[config.mk]
export PLATFORM = sky130hd
export DESIGN_NAME = acc_bank
export DESIGN_NICKNAME = d
export VERILOG_FILES = /design/src/rtl/acc_pkg.sv /design/src/rtl/acc_shift1.sv /design/src/rtl/acc_bank.sv
export SDC_FILE = /design/constraint.sdc
export NUM_CORES = 1
export LEC_CHECK = 0
export ABC_AREA = 1
export BUFFER_PORTS_ARGS = -buffer_cell sky130_fd_sc_hd__buf_4
export CORE_MARGIN = 2
export CORE_UTILIZATION = 45
export CTS_BUF_LIST = sky130_fd_sc_hd__clkbuf_8 sky130_fd_sc_hd__clkbuf_16
export DETAILED_ROUTE_END_ITERATION = 7
export HOLD_SLACK_MARGIN = 0.02
export SKIP_LAST_GASP = 1
export SLEW_MARGIN = 20
export SYNTH_ARGS = -nofsm -noshare
export SYNTH_HDL_FRONTEND = slang
export SYNTH_SLANG_ARGS = --single-unit
[constraint.sdc]
create_clock -name clk -period 3.8 [get_ports clk]
set_clock_uncertainty 0.1 [all_clocks]
set_input_delay 0.19 -clock clk [delete_from_list [all_inputs] [get_ports clk]]
set_output_delay 0.19 -clock clk [all_outputs]
set_load 0.02 [all_outputs]
[src/rtl/acc_pkg.sv]
`default_nettype none
// ============================================================================
// Module   : acc_pkg
// Purpose  : Shared definitions for the accumulator bank: command encoding,
//            control FSM states and default sizing constants.
// Revision : 1.0 - initial release
// ============================================================================
package acc_pkg;

  localparam int DEF_WIDTH   = 16;
  localparam int DEF_NUM_ACC = 4;
  localparam int DEF_SHAMT_W = 4;

  typedef enum logic [1:0] {
    OP_NOP   = 2'b00,
    OP_LOAD  = 2'b01,
    OP_CLEAR = 2'b10,
    OP_SHIFT = 2'b11
  } op_e;

  typedef enum logic {
    ST_IDLE  = 1'b0,
    ST_SHIFT = 1'b1
  } state_e;

endpackage
`default_nettype wire

[src/rtl/acc_shift1.sv]
`default_nettype none
// ============================================================================
// Module   : acc_shift1
// Purpose  : Combinational single-bit shifter used by the SHIFT state.
//            dir=0: logical left (LSB filled with 0)
//            dir=1: arithmetic right (MSB replicated)
// Ports    : din     - value to shift
//            dir     - shift direction
//            dout    - shifted value
//            out_bit - bit that falls off the end
// Revision : 1.0 - initial release
// ============================================================================
module acc_shift1 #(
  parameter int WIDTH = 16
) (
  input  logic [WIDTH-1:0] din,
  input  logic             dir,
  output logic [WIDTH-1:0] dout,
  output logic             out_bit
);

  always_comb begin
    if (dir) begin
      dout    = {din[WIDTH-1], din[WIDTH-1:1]};
      out_bit = din[0];
    end else begin
      dout    = {din[WIDTH-2:0], 1'b0};
      out_bit = din[WIDTH-1];
    end
  end

endmodule
`default_nettype wire

[src/rtl/acc_bank.sv]
`default_nettype none
// ============================================================================
// Module   : acc_bank
// Purpose  : Bank of NUM_ACC accumulators with LOAD / CLEAR / multi-cycle
//            SHIFT commands, a registered read port and result flags.
// Ports    : clk, rst (async, active-high)
//            start, op, wr_sel, dir, shamt, from_alu - command interface
//            rd_sel                                  - read-port select
//            to_alu, to_mbr                          - registered acc[rd_sel]
//            busy, done                              - status
//            flag_n, flag_z                          - sign / zero of result
//            flag_c  (only with ACC_BANK_CARRY_EN)   - last bit shifted out
// Config   : define ACC_BANK_CARRY_EN to add the flag_c output.
// Revision : 1.0 - initial release
// ============================================================================
module acc_bank
  import acc_pkg::*;
#(
  parameter int WIDTH   = DEF_WIDTH,
  parameter int NUM_ACC = DEF_NUM_ACC,
  parameter int SHAMT_W = DEF_SHAMT_W
) (
  input  logic                       clk,
  input  logic                       rst,
  input  logic                       start,
  input  logic [1:0]                 op,
  input  logic [$clog2(NUM_ACC)-1:0] wr_sel,
  input  logic                       dir,
  input  logic [SHAMT_W-1:0]         shamt,
  input  logic [WIDTH-1:0]           from_alu,
  input  logic [$clog2(NUM_ACC)-1:0] rd_sel,
  output logic [WIDTH-1:0]           to_alu,
  output logic [WIDTH-1:0]           to_mbr,
  output logic                       busy,
  output logic                       done,
  output logic                       flag_n,
  output logic                       flag_z
`ifdef ACC_BANK_CARRY_EN
  ,
  output logic                       flag_c
`endif
);

  localparam int SEL_W = $clog2(NUM_ACC);

  logic [WIDTH-1:0] acc [NUM_ACC];
  state_e           state, state_nx;
  logic [SHAMT_W-1:0] cnt;
  logic [SEL_W-1:0] tgt;
  logic             dir_q;
  logic             accept;
  logic             last_step;
  logic [WIDTH-1:0] sh_val;
  logic             sh_out;

  // Shifter always works on the latched target so rd_sel/wr_sel may change
  // freely while a shift is in progress.
  acc_shift1 #(.WIDTH(WIDTH)) u_shift1 (
    .din     (acc[tgt]),
    .dir     (dir_q),
    .dout    (sh_val),
    .out_bit (sh_out)
  );

`ifndef ACC_BANK_CARRY_EN
  logic sh_out_unused;
  assign sh_out_unused = sh_out;
`endif

  always_ff @(posedge clk or posedge rst) begin
    if (rst) state <= ST_IDLE;
    else     state <= state_nx;
  end

  always_comb begin
    state_nx  = state;
    accept    = 1'b0;
    last_step = 1'b0;
    case (state)
      ST_IDLE: begin
        if (start) begin
          accept = 1'b1;
          // shamt=0 completes in one cycle without ever becoming busy
          if (op_e'(op) == OP_SHIFT && shamt != '0) state_nx = ST_SHIFT;
        end
      end
      ST_SHIFT: begin
        if (cnt == SHAMT_W'(1)) begin
          last_step = 1'b1;
          state_nx  = ST_IDLE;
        end
      end
      default: state_nx = ST_IDLE;
    endcase
  end

  assign busy = (state == ST_SHIFT);

  always_ff @(posedge clk or posedge rst) begin
    if (rst) begin
      for (int i = 0; i < NUM_ACC; i++) acc[i] <= '0;
      to_alu <= '0;
      to_mbr <= '0;
      done   <= 1'b0;
      flag_n <= 1'b0;
      flag_z <= 1'b0;
      cnt    <= '0;
      tgt    <= '0;
      dir_q  <= 1'b0;
`ifdef ACC_BANK_CARRY_EN
      flag_c <= 1'b0;
`endif
    end else begin
      to_alu <= acc[rd_sel];
      to_mbr <= acc[rd_sel];
      done   <= 1'b0;

      if (accept) begin
        case (op_e'(op))
          OP_NOP: done <= 1'b1;
          OP_LOAD: begin
            acc[wr_sel] <= from_alu;
            done        <= 1'b1;
            flag_n      <= from_alu[WIDTH-1];
            flag_z      <= (from_alu == '0);
`ifdef ACC_BANK_CARRY_EN
            flag_c      <= 1'b0;
`endif
          end
          OP_CLEAR: begin
            acc[wr_sel] <= '0;
            done        <= 1'b1;
            flag_n      <= 1'b0;
            flag_z      <= 1'b1;
`ifdef ACC_BANK_CARRY_EN
            flag_c      <= 1'b0;
`endif
          end
          OP_SHIFT: begin
            tgt   <= wr_sel;
            dir_q <= dir;
            cnt   <= shamt;
            if (shamt == '0) begin
              done   <= 1'b1;
              flag_n <= acc[wr_sel][WIDTH-1];
              flag_z <= (acc[wr_sel] == '0);
`ifdef ACC_BANK_CARRY_EN
              flag_c <= 1'b0;
`endif
            end
          end
          default: ;
        endcase
      end

      if (busy) begin
        acc[tgt] <= sh_val;
        cnt      <= cnt - SHAMT_W'(1);
        if (last_step) begin
          done   <= 1'b1;
          flag_n <= sh_val[WIDTH-1];
          flag_z <= (sh_val == '0);
`ifdef ACC_BANK_CARRY_EN
          flag_c <= sh_out;
`endif
        end
      end
    end
  end

endmodule
`default_nettype wire

==> metrics.cfg, run 1 <==
[finish]
final_common_cell = nand2_1
drive_gt1_share_pct = 12.4
final_cell_mix = nand2_1 (252), o21ai_0 (118), dfrtp_1 (91)
final_cell_area_um2 = 6500
diodes = 0
synthToLayoutAreaGrowth_pct = 11.4
fin_util_pct = 51.5
nets = 902
final_cells = 1043

[timing]
rsz0062_at_grt = false
post-route-period-util_pct = 68.8
period_needed_ns = 2.62
max_freq_ghz = 0.382
fin_setup_tns_ns = 0
hold_ws_ns = 0.0276
finalMaxSlewViolations = 0
finalWorstSetupSlack_ns = 1.18
setup_viol = 0
hold_violations = 0
tightest_slew_ns = 0.906
relSlewSlack_pct = 39.6

[critical_path]
cp.required_ns = 3.95
setup.worst_path.start_class = register
worst_ep_arrival_time_ns = 2.76
cp_max_fo = 16
critPathKind = reg2reg
worstSetupEndpointType = register

[synthesis]
synth-simple-area-share_pct = 27.8
yosysUniqueCellTypes = 35
netlist_instances = 838
yosysSeqAreaShare_pct = 39.0
post_synth.cell_area_avg_um2 = 6.96
syn_area_um2 = 5830
synth_seq_cells = 91
synthAdderAreaFrac_pct = 1.29
synthXorXnorAreaFrac_pct = 0.150
yosysWarnings = 0
synth_top_family_by_area = simple AND/OR/NAND/NOR gates
syn-num-nets = 874
synth_compound_area_share_pct = 19.9
synth.area.mux_share_pct = 0.515

[clocking]
htreeDepth = 3
clk_latency_ns = 0.36
clk_path_buf_depth = 2
cts_tree = done
cts_root_buf = clkbuf_16
postCtsSetupBuffers = 0
cts_made_buffers = 9
clock-sinks = 91
clk_pin_slew_worst_paths_ns = 0.06

[grt]
grt_pass1_vias = 5751
grtUsageTotal_pct = 29.8
grt_pass1_wl_um = 32000
antenna_found_initial = 0
grt_overflow_total = 0
grt_max_degree = 70

[floorplan]
io_pins = 66
initial_utilization_pct = 46.2
row_count = 41
die_h_um = 118
die_x_um = 118
dieArea_um2 = 13900
core-area_um2 = 12600

[place]
port_buffers = 65
place_ws_ns = 1.22
place_congestion = 0.974
placed_area_um2 = 6230
placedCellCount = 1025
dp_hpwl_um = 13300

[job]
cap_violations = 0

[run_status]
status = finished clean

[hold_path]
hp-class = in2reg

[power_and_ir_drop]
p_total_mw = 5.41
pwr_density_cell_nw_per_um2 = 832
p_leak_nw = 3.22
peakVddDrop_v = 0.000323

[detailed_routing]
drtIter0Drc = 632
num_vias = 5961
drt_pass1_iterations = 5
ant_nets = 0
wire_per_inst_um = 19.2
totalWireLength_um = 20000
vias_per_cell = 5.72
drc = 0

final cells by class:
type / count / area [um^2]
clock inverters: 7 / 30.0
multi-input cells: 613 / 2900
repair buffers: 74 / 561
well taps: 172 / 215
fillers: 1294 / 6120
inverters: 77 / 294
flip-flops and latches: 91 / 2280
clock buffers: 9 / 225
final timing paths:
path                       depth (start not counted)  slack [ns]  startpoint   endpoint
max reg2reg                                        6        1.18      tgt[1]    acc[63]
min reg2reg                                        2        0.49      flag_n     flag_n
min                                                3        0.03    shamt[2]     cnt[2]
max                                                6        1.18      tgt[1]    acc[63]
min in group asynchronous                          3        0.51         rst  to_mbr[8]
max in group asynchronous                          4        2.22         rst    acc[17]
state kept, by name (all words and copies together), names as in the netlist:
name	cells
acc	64
busy	1
cnt	4
dir_q	1
done	1
flag_n	1
flag_z	1
tgt	2
to_mbr	16
cells in the mapped netlist, drive strengths merged:
cell type,number,area [um^2]
nor2,85,353
o311ai,1,8.76
o21ai,118,591
clkinv,1,3.75
a31oi,1,6.26
o32ai,2,17.5
o221ai,3,26.3
clkbuf,17,66.3
o211ai,3,22.5
o22ai,66,413
o31ai,1,7.51
inv,76,288
nand4,4,25.0
mux2i,3,30.0
ha,6,75.1
dfrtp,91,2280
a21oi,12,60.1
xor2,1,8.76
o211a,1,10.0
nor3,5,35.0
nand3,38,190
buf,40,300
nand2,261,1010
or2,2,12.5
worst max-delay path, stage by stage (launching register included):
cell,delay (ns)
dfrtp_1,0.74
nor2_1,0.10
nand2_1,0.58
inv_1,0.15
a21oi_1,0.15
inv_1,0.34
o32ai_1,0.35
metal layers:
layer | part of all wire (%) | track usage [%]
met5 | 0 | 0
met4 | 3.6 | 15.3
met3 | 8.5 | 4.75
met2 | 45 | 44.8
met1 | 43 | 41.3
power by group:
| group | internal [mW] | switching, mW | total, mW | leakage [nW] |
|---|---|---|---|---|
| registers | 1.37 | 0.383 | 1.75 | 1.15 |
| clock network | 0.431 | 0.396 | 0.827 | 0.144 |
| logic | 0.931 | 1.90 | 2.83 | 1.92 |
| total | 2.73 | 2.68 | 5.41 | 3.22 |
logic make-up after synthesis:
| logic type | Yosys count |
|---|---|
| and+or+nand+nor | 395 |
| AOI/OAI and AO/OA | 208 |
| buffers and inverters | 134 |
| DFF | 91 |
| adders and majority gates | 6 |
| muxes | 3 |
| xor gates and xnor gates | 1 |
timing repair:
action / CTS / global route
hold buffers: 2 / 0
gates resized for setup: 0 / 0
hold endpoints to repair: 69 / 0
Note: power is estimated with default switching activity, not from simulation.
==> inputs of run 2 (changes only) <==
--- a/config.mk
+++ b/config.mk
@@ -5,13 +5,14 @@
 export SDC_FILE = /design/constraint.sdc
 export NUM_CORES = 1
 export LEC_CHECK = 0
-export ABC_AREA = 1
+export ABC_AREA = 0
 export BUFFER_PORTS_ARGS = -buffer_cell sky130_fd_sc_hd__buf_4
 export CORE_MARGIN = 2
 export CORE_UTILIZATION = 45
 export CTS_BUF_LIST = sky130_fd_sc_hd__clkbuf_8 sky130_fd_sc_hd__clkbuf_16
 export DETAILED_ROUTE_END_ITERATION = 7
 export HOLD_SLACK_MARGIN = 0.02
+export PLACE_DENSITY = 0.67
 export SKIP_LAST_GASP = 1
 export SLEW_MARGIN = 20
 export SYNTH_ARGS = -nofsm -noshare
==> constraint.sdc (replaced) <==
create_clock -name clk -period 2.3 [get_ports clk]
set_clock_uncertainty 0.1 [all_clocks]
set_input_delay 0.115 -clock clk [delete_from_list [all_inputs] [get_ports clk]]
set_output_delay 0.115 -clock clk [all_outputs]
set_load 0.02 [all_outputs]
==> metrics.cfg, run 2 <==
[grt]
grt_max_degree = 92  ; was 70
grt_pass1_wl_um = 31900  ; was 32,000 um
grtUsageTotal_pct = 32.1  ; was 29.8%
grt_overflow_total = 0  ; unchanged
grt_pass1_vias = 5383  ; was 5,751
antenna_found_initial = 0  ; unchanged

[timing]
max_freq_ghz = 0.436  ; was 0.382 GHz
finalWorstSetupSlack_ns = 0.00782  ; was 1.18 ns
hold_violations = 0  ; unchanged
tightest_slew_ns = 0.576  ; was 0.906 ns
finalMaxSlewViolations = 0  ; unchanged
period_needed_ns = 2.29  ; was 2.62 ns
post-route-period-util_pct = 99.7  ; was 68.8%
relSlewSlack_pct = 61.3  ; was 39.6%
rsz0062_at_grt = true  ; was false
setup_viol = 0  ; unchanged

[run_status]
status = finished clean  ; unchanged

[clocking]
htreeDepth = 3  ; unchanged
cts_root_buf = clkbuf_16  ; unchanged
cts_tree = done  ; unchanged
clock-sinks = 91  ; unchanged
clk_latency_ns = 0.37  ; was 0.36 ns
clk_path_buf_depth = 2  ; unchanged
cts_made_buffers = 9  ; unchanged
clk_pin_slew_worst_paths_ns = 0.07  ; was 0.06 ns

[finish]
top_register = acc  ; unchanged
seq_area_um2 = 2280  ; about the same
final_common_cell = buf_4  ; was nand2_1
nets = 705  ; was 902
fillers = 1055  ; was 1,294
synthToLayoutAreaGrowth_pct = 32.0  ; was 11.4%
fin_util_pct = 60.5  ; was 51.5%
diodes = 0  ; unchanged
reg.largest.list = acc: 64 flops, to_mbr: 16 flops, cnt: 4 flops  ; unchanged
largest_register_ffs = 64  ; unchanged
drive_gt1_share_pct = 34.7  ; was 12.4%
final_cell_mix = buf_4 (159), dfrtp_1 (89), mux2i_1 (85)  ; was nand2_1 (252), o21ai_0 (118), dfrtp_1 (91)
final_cell_area_um2 = 7570  ; was 6500 um^2
multi_input_area_um2 = 3230  ; was 2900 um^2

[power_and_ir_drop]
p_leak_nw = 3.32  ; was 3.22 nW
p_seq_share_pct = 27.2  ; was 32.3%
sw_frac_of_total_pct = 43.5  ; was 49.5%
p_switching_mw = 4.71  ; was 2.68 mW
clock_power_share_pct = 14.8  ; was 15.3%
pwr-share-comb_pct = 58.0  ; was 52.4%
cell_internal_pwr_mw = 6.12  ; was 2.73 mW
pwr_density_cell_nw_per_um2 = 1430  ; was 832 nW/um^2
peakVddDrop_v = 0.000562  ; was 0.000323 V

[synthesis]
synth_seq_cells = 91  ; unchanged
synth.area.mux_share_pct = 29.3  ; was 0.515%
yosys-top-cells-count = dfrtp_1 (91), mux2i_1 (88), o22ai_1 (67), nand2_1 (39), mux4_2 (34)  ; was nand2_1 (252), o21ai_0 (118), dfrtp_1 (91), nor2_1 (81), inv_1 (70)
synthTopCellsByArea = dfrtp_1 (40%), mux2i_1 (15%), mux4_2 (13%), o22ai_1 (7.3%), nand2_1 (2.6%)  ; was dfrtp_1 (39%), nand2_1 (16%), o21ai_0 (10%), o22ai_1 (7.1%), nor2_1 (5.2%)
synthFlopType = dfrtp_1  ; unchanged
ys_async_sr_fraction_pct = 100  ; unchanged
synth_edf_count = 0  ; unchanged
syn-num-nets = 561  ; was 874
synth_most_common_cell = dfrtp_1  ; was nand2_1
synth_top_area_cell = dfrtp_1  ; unchanged
synth_top_family_by_area = multiplexers  ; was simple AND/OR/NAND/NOR gates
synthAdderAreaFrac_pct = 1.31  ; was 1.29%
synth-simple-area-share_pct = 10.4  ; was 27.8%
synth_top_area_share_pct = 39.7  ; was 39.0%
netlist_instances = 525  ; was 838
yosysWarnings = 0  ; unchanged
yosysSeqAreaShare_pct = 39.7  ; was 39.0%
post_synth.cell_area_avg_um2 = 10.9  ; was 6.96 um^2
syn_area_um2 = 5740  ; was 5830 um^2
synthXorXnorAreaFrac_pct = 0.305  ; was 0.150%
yosysUniqueCellTypes = 48  ; was 35
synth_compound_area_share_pct = 13.9  ; was 19.9%

[critical_path]
setup.worst_path.start_class = register  ; unchanged
rrSetupSlack_ns = 0.008  ; was 1.18 ns
timing.rr.end = flag_z  ; was acc[63]
critPathKind = reg2reg  ; unchanged
cp_max_fo = 6  ; was 16
cp.required_ns = 2.50  ; was 3.95 ns
reg2reg_from = tgt[0]  ; was tgt[1]
worstSetupEndpointType = register  ; unchanged
worst_ep_arrival_time_ns = 2.50  ; was 2.76 ns
worstRegToRegCells = 7  ; was 6

[detailed_routing]
drtIter0Drc = 601  ; was 632
wire_per_inst_um = 24.5  ; was 19.2 um
num_vias = 5448  ; was 5,961
totalWireLength_um = 20700  ; was 20,000 um
drt_pass1_iterations = 5  ; unchanged
vias_per_cell = 6.44  ; was 5.72
drc = 0  ; unchanged
ant_nets = 0  ; unchanged

[floorplan]
io_pins = 66  ; unchanged
row_count = 41  ; unchanged
core-area_um2 = 12500  ; was 12,600 um^2
die_x_um = 117  ; was 118 um
die_h_um = 117  ; was 118 um
initial_utilization_pct = 45.9  ; was 46.2%
dieArea_um2 = 13700  ; was 13,900 um^2

[place]
dp_hpwl_um = 14300  ; was 13,300 um
place_ws_ns = -0.179  ; was 1.22 ns
port_buffers = 65  ; unchanged
place_congestion = 0.977  ; was 0.974
placed_area_um2 = 6950  ; was 6230 um^2

[hold_path]
hold_depth = 4  ; was 3
hp-class = in2reg  ; unchanged
min_to = busy  ; was cnt[2]
min_from = shamt[3]  ; was shamt[2]

[job]
cap_violations = 0  ; unchanged

[run 2: cell count changes after synthesis, moves of 10 or more]
cell	previous run	this run
nand2_1	252	39
inv_1	70	7
o21ai_0	118	13
nor2_1	81	22
nand3_1	38	2
nor3_1	3	13
mux2i_1	3	88
mux4_2	0	34
nor4_1	0	12
[run 2: layout make-up]
cell class,count,area share [%]
multi-input cells,375,42.7
flip-flops and latches,91,30.1
repair buffers,185,19.9
clock buffers,9,2.97
well taps,172,2.84
clock inverters,7,1.12
inverters,7,0.396
[run 2: power by group through the flow]
| stage | Clock (mW) | Sequential [mW] | Combinational, mW |
|---|---|---|---|
| after floorplan | 0 | 2.90 | 3.33 |
| after detailed placement | 0 | 2.95 | 5.86 |
| after global placement | 0 | 2.93 | 5.77 |
| after global routing | 1.67 | 3.02 | 6.70 |
| after CTS | 1.61 | 2.92 | 6.09 |
| final | 1.60 | 2.95 | 6.29 |
[run 2: logic make-up (layout without fill, tap and decap cells)]
| family | count (synthesis) | in the layout |
|---|---|---|
| AO/OA/AOI/OAI | 124 | 124 |
| buffers and inverters | 59 | 208 |
| adder cells (fa/ha/maj) | 6 | 6 |
| multiplexers | 125 | 125 |
| XOR/XNOR | 2 | 2 |
| flip-flops | 91 | 91 |
| AND/OR/NAND/NOR | 118 | 118 |
[run 2: stage by stage]
stage	instances	hold slack [ns]	power [mW]	setup TNS (ns)
after floorplan	525	0.165	6.23	0
after global placement	804	0.191	8.70	-0.151
after detailed placement	804	0.203	8.81	-0.383
after CTS	845	0.0497	10.6	0
after global routing	846	0.0963	11.4	-0.0220
final	846	0.0582	10.8	0
[run 2: layer usage]
layer,GRT usage [%],vias to the layer above,wire [um]
li1,-,2328,-
met1,44.0,2715,8420
met2,48.8,369,9620
met3,9.84,36,2230
met4,11.2,0,431
met5,0,-,0
[run 2: how the worst max path moves through the flow]
stage                      start     end  slack [ns]  cells after the start
after detailed placement  tgt[0]  flag_z       -0.18                      6
after global placement    tgt[0]  flag_z       -0.14                      6
after floorplan             busy  flag_z       0.001                      7
after global routing      cnt[1]  flag_z       -0.02                      8
after CTS                 tgt[0]  flag_z        0.02                      7
final                     tgt[0]  flag_z       0.008                      7
[run 2: worst max-delay path, cell delays in order (launching register included)]
cell,delay [ns]
dfrtp_4,0.47
buf_4,0.18
mux4_2,0.53
mux2i_2,0.20
nand4_1,0.13
a2111oi_2,0.33
buf_4,0.17
a31o_1,0.12
[run 2: repair_timing]
item | 4_1_cts | 5_1_grt
resized for setup | 9 | 5
setup buffers | 4 | 1
pin swaps | 1 | 0
gates cloned | 0 | 0
endpoints found under the hold margin | 144 | 0
hold buffers | 21 | 0
setup endpoints to repair | 5 | 1
==> inputs of run 3 (changes only) <==
--- a/config.mk
+++ b/config.mk
@@ -13,6 +13,7 @@
 export DETAILED_ROUTE_END_ITERATION = 7
 export HOLD_SLACK_MARGIN = 0.02
 export PLACE_DENSITY = 0.67
+export SETUP_SLACK_MARGIN = 0.02
 export SKIP_LAST_GASP = 1
 export SLEW_MARGIN = 20
 export SYNTH_ARGS = -nofsm -noshare
==> metrics.cfg, run 3 (same netlist as run 2, synthesis figures left out) <==
[run_status]
status = finished clean  ; unchanged

[power_and_ir_drop]
p_leak_nw = 3.30  ; was 3.32 nW
pwr_density_cell_nw_per_um2 = 1440  ; was 1430 nW/um^2
p_seq_share_pct = 27.4  ; was 27.2%
clock_power_share_pct = 15.5  ; was 14.8%
cell_internal_pwr_mw = 6.13  ; was 6.12 mW
p_total_mw = 10.8  ; about the same
p_switching_mw = 4.68  ; was 4.71 mW
pwr-share-comb_pct = 57.1  ; was 58.0%
sw_frac_of_total_pct = 43.3  ; was 43.5%
peakVddDrop_v = 0.000635  ; was 0.000562 V

[place]
placed_area_um2 = 6910  ; was 6950 um^2
dp_hpwl_um = 14500  ; was 14,300 um
placedCellCount = 800  ; was 804
port_buffers = 65  ; unchanged
place_congestion = 0.980  ; was 0.977

[hold_path]
hold_depth = 2  ; was 4
hp-class = in2reg  ; unchanged

[finish]
final_common_cell = buf_4  ; unchanged
synthToLayoutAreaGrowth_pct = 31.0  ; was 32.0%
top_register = acc  ; unchanged
final_cells = 839  ; was 846
final_cell_area_um2 = 7520  ; was 7570 um^2
drive_gt1_share_pct = 34.0  ; was 34.7%
final_cell_mix = buf_4 (152), dfrtp_1 (88), mux2i_1 (87)  ; was buf_4 (159), dfrtp_1 (89), mux2i_1 (85)
reg.largest.list = acc: 64 flops, to_mbr: 16 flops, cnt: 4 flops  ; unchanged
nets = 698  ; was 705
largest_register_ffs = 64  ; unchanged
diodes = 0  ; unchanged

[grt]
grt_overflow_total = 0  ; unchanged
grtUsageTotal_pct = 32.1  ; about the same
busiest_layer = met2  ; unchanged
grt_pass1_wl_um = 31900  ; about the same
met3_usage_pct = 9.32  ; was 9.84%
grt_max_degree = 92  ; unchanged
grt_pass1_vias = 5460  ; was 5,383
antenna_found_initial = 0  ; unchanged
use_met1_pct = 43.8  ; was 44.0%
use_met2_pct = 49.5  ; was 48.8%

[floorplan]
initial_utilization_pct = 45.9  ; unchanged
io_pins = 66  ; unchanged
row_count = 41  ; unchanged
die_h_um = 117  ; unchanged
core-area_um2 = 12500  ; unchanged
die_x_um = 117  ; unchanged
dieArea_um2 = 13700  ; unchanged

[timing]
hold_violations = 0  ; unchanged
post-route-period-util_pct = 96.9  ; was 99.7%
max_freq_ghz = 0.449  ; was 0.436 GHz
rsz0062_at_grt = true  ; unchanged
relSlewSlack_pct = 56.1  ; was 61.3%
tightest_slew_ns = 0.653  ; was 0.576 ns
period_needed_ns = 2.23  ; was 2.29 ns
hold_ws_ns = 0.0468  ; was 0.0582 ns
finalMaxSlewViolations = 0  ; unchanged
setup_viol = 0  ; unchanged

[detailed_routing]
drt_pass1_iterations = 5  ; unchanged
num_vias = 5445  ; was 5,448
vias_per_cell = 6.49  ; was 6.44
drtIter0Drc = 591  ; was 601
drc = 0  ; unchanged
ant_nets = 0  ; unchanged
totalWireLength_um = 20900  ; was 20,700 um
wire_per_inst_um = 24.9  ; was 24.5 um

[clocking]
cts_root_buf = clkbuf_16  ; unchanged
cts_made_buffers = 9  ; unchanged
cts_tree = done  ; unchanged
clk_path_buf_depth = 2  ; unchanged
clk_latency_ns = 0.35  ; was 0.37 ns
clk_pin_slew_worst_paths_ns = 0.06  ; was 0.07 ns
clock-sinks = 91  ; unchanged
htreeDepth = 3  ; unchanged

[critical_path]
path_buf_inv = 0  ; was 2
cp_common_cell = or4_4  ; was buf_4
cp.required_ns = 2.49  ; was 2.50 ns
worstRegToRegCells = 7  ; unchanged
worstSetupEndpointType = register  ; unchanged
rrSetupSlack_ns = 0.07  ; was 0.008 ns
crit_path_max_incr_delay_ns = 0.52  ; was 0.53 ns
worst_ep_arrival_time_ns = 2.42  ; was 2.50 ns
critPathSlowestCell = or4_4  ; was mux4_2
cp-endpoint = flag_z  ; unchanged
reg2reg_from = cnt[0]  ; was tgt[0]
worst-path-stages = 7  ; unchanged
timing.rr.end = flag_z  ; unchanged
crit_family = simple AND/OR/NAND/NOR gates  ; was multiplexers
critPathKind = reg2reg  ; unchanged
cp_max_fo = 2  ; was 6
path_cells = ha_1 -> nand2_1 -> nor3_1 -> or4_4 -> or4_4 -> o41ai_2 -> a31o_1  ; was buf_4 -> mux4_2 -> mux2i_2 -> nand4_1 -> a2111oi_2 -> buf_4 -> a31o_1
setup.worst_path.start_class = register  ; unchanged
setup.worst_path.start = cnt[0]  ; was tgt[0]

[job]
cap_violations = 0  ; unchanged

run 3: metal layers:
| layer | part of all wire (%) | vias up |
|---|---|---|
| met2 | 45 | 360 |
| li1 | - | 2306 |
| met4 | 3.0 | 0 |
| met1 | 41 | 2719 |
| met3 | 10 | 60 |
| met5 | 0 | - |
run 3: stage by stage:
step	setup slack [ns]	util, %	setup TNS (ns)
after detailed placement	-0.134	55.2	-0.134
after global placement	-0.134	55.2	-0.134
after global routing	-0.0115	60.1	-0.0115
final	0.0719	60.1	0
after CTS	0.0371	59.8	0
after floorplan	0.0546	-	0
run 3: worst min-delay path by stage:
stage,startpoint,to
finish,wr_sel[1],tgt[1]
detailed placement,rst,to_mbr[14]
floorplan,dir,dir_q
global route,wr_sel[1],tgt[1]
global placement,rst,to_mbr[14]
CTS,wr_sel[1],tgt[1]
run 3: layout make-up:
class,instances,area [um^2]
sequential,91,2280
multi-input combinational,375,3220
fill,1069,5000
clock buffer,12,267
timing repair buffer,178,1430
inverter,7,30.0
tap,172,215
clock inverter,4,72.6
run 3: power by group through the flow:
stage	clock [mW]	sequential, mW	combinational, mW
4_1_cts	1.69	2.93	5.97
5_1_grt	1.75	3.03	6.56
3_5_place_dp	0	2.95	5.86
3_3_place_gp	0	2.93	5.77
2_1_floorplan	0	2.90	3.35
6_report	1.67	2.96	6.17
run 3: timing repair:
action                                  in CTS  in global routing
pin swaps                                    0                  2
endpoints found under the setup margin       1                  4
endpoints found under the hold margin      142                  0
hold buffers                                21                  0
buffers inserted                             1                  1
cloned                                       0                  0
gates resized for setup                      4                  8
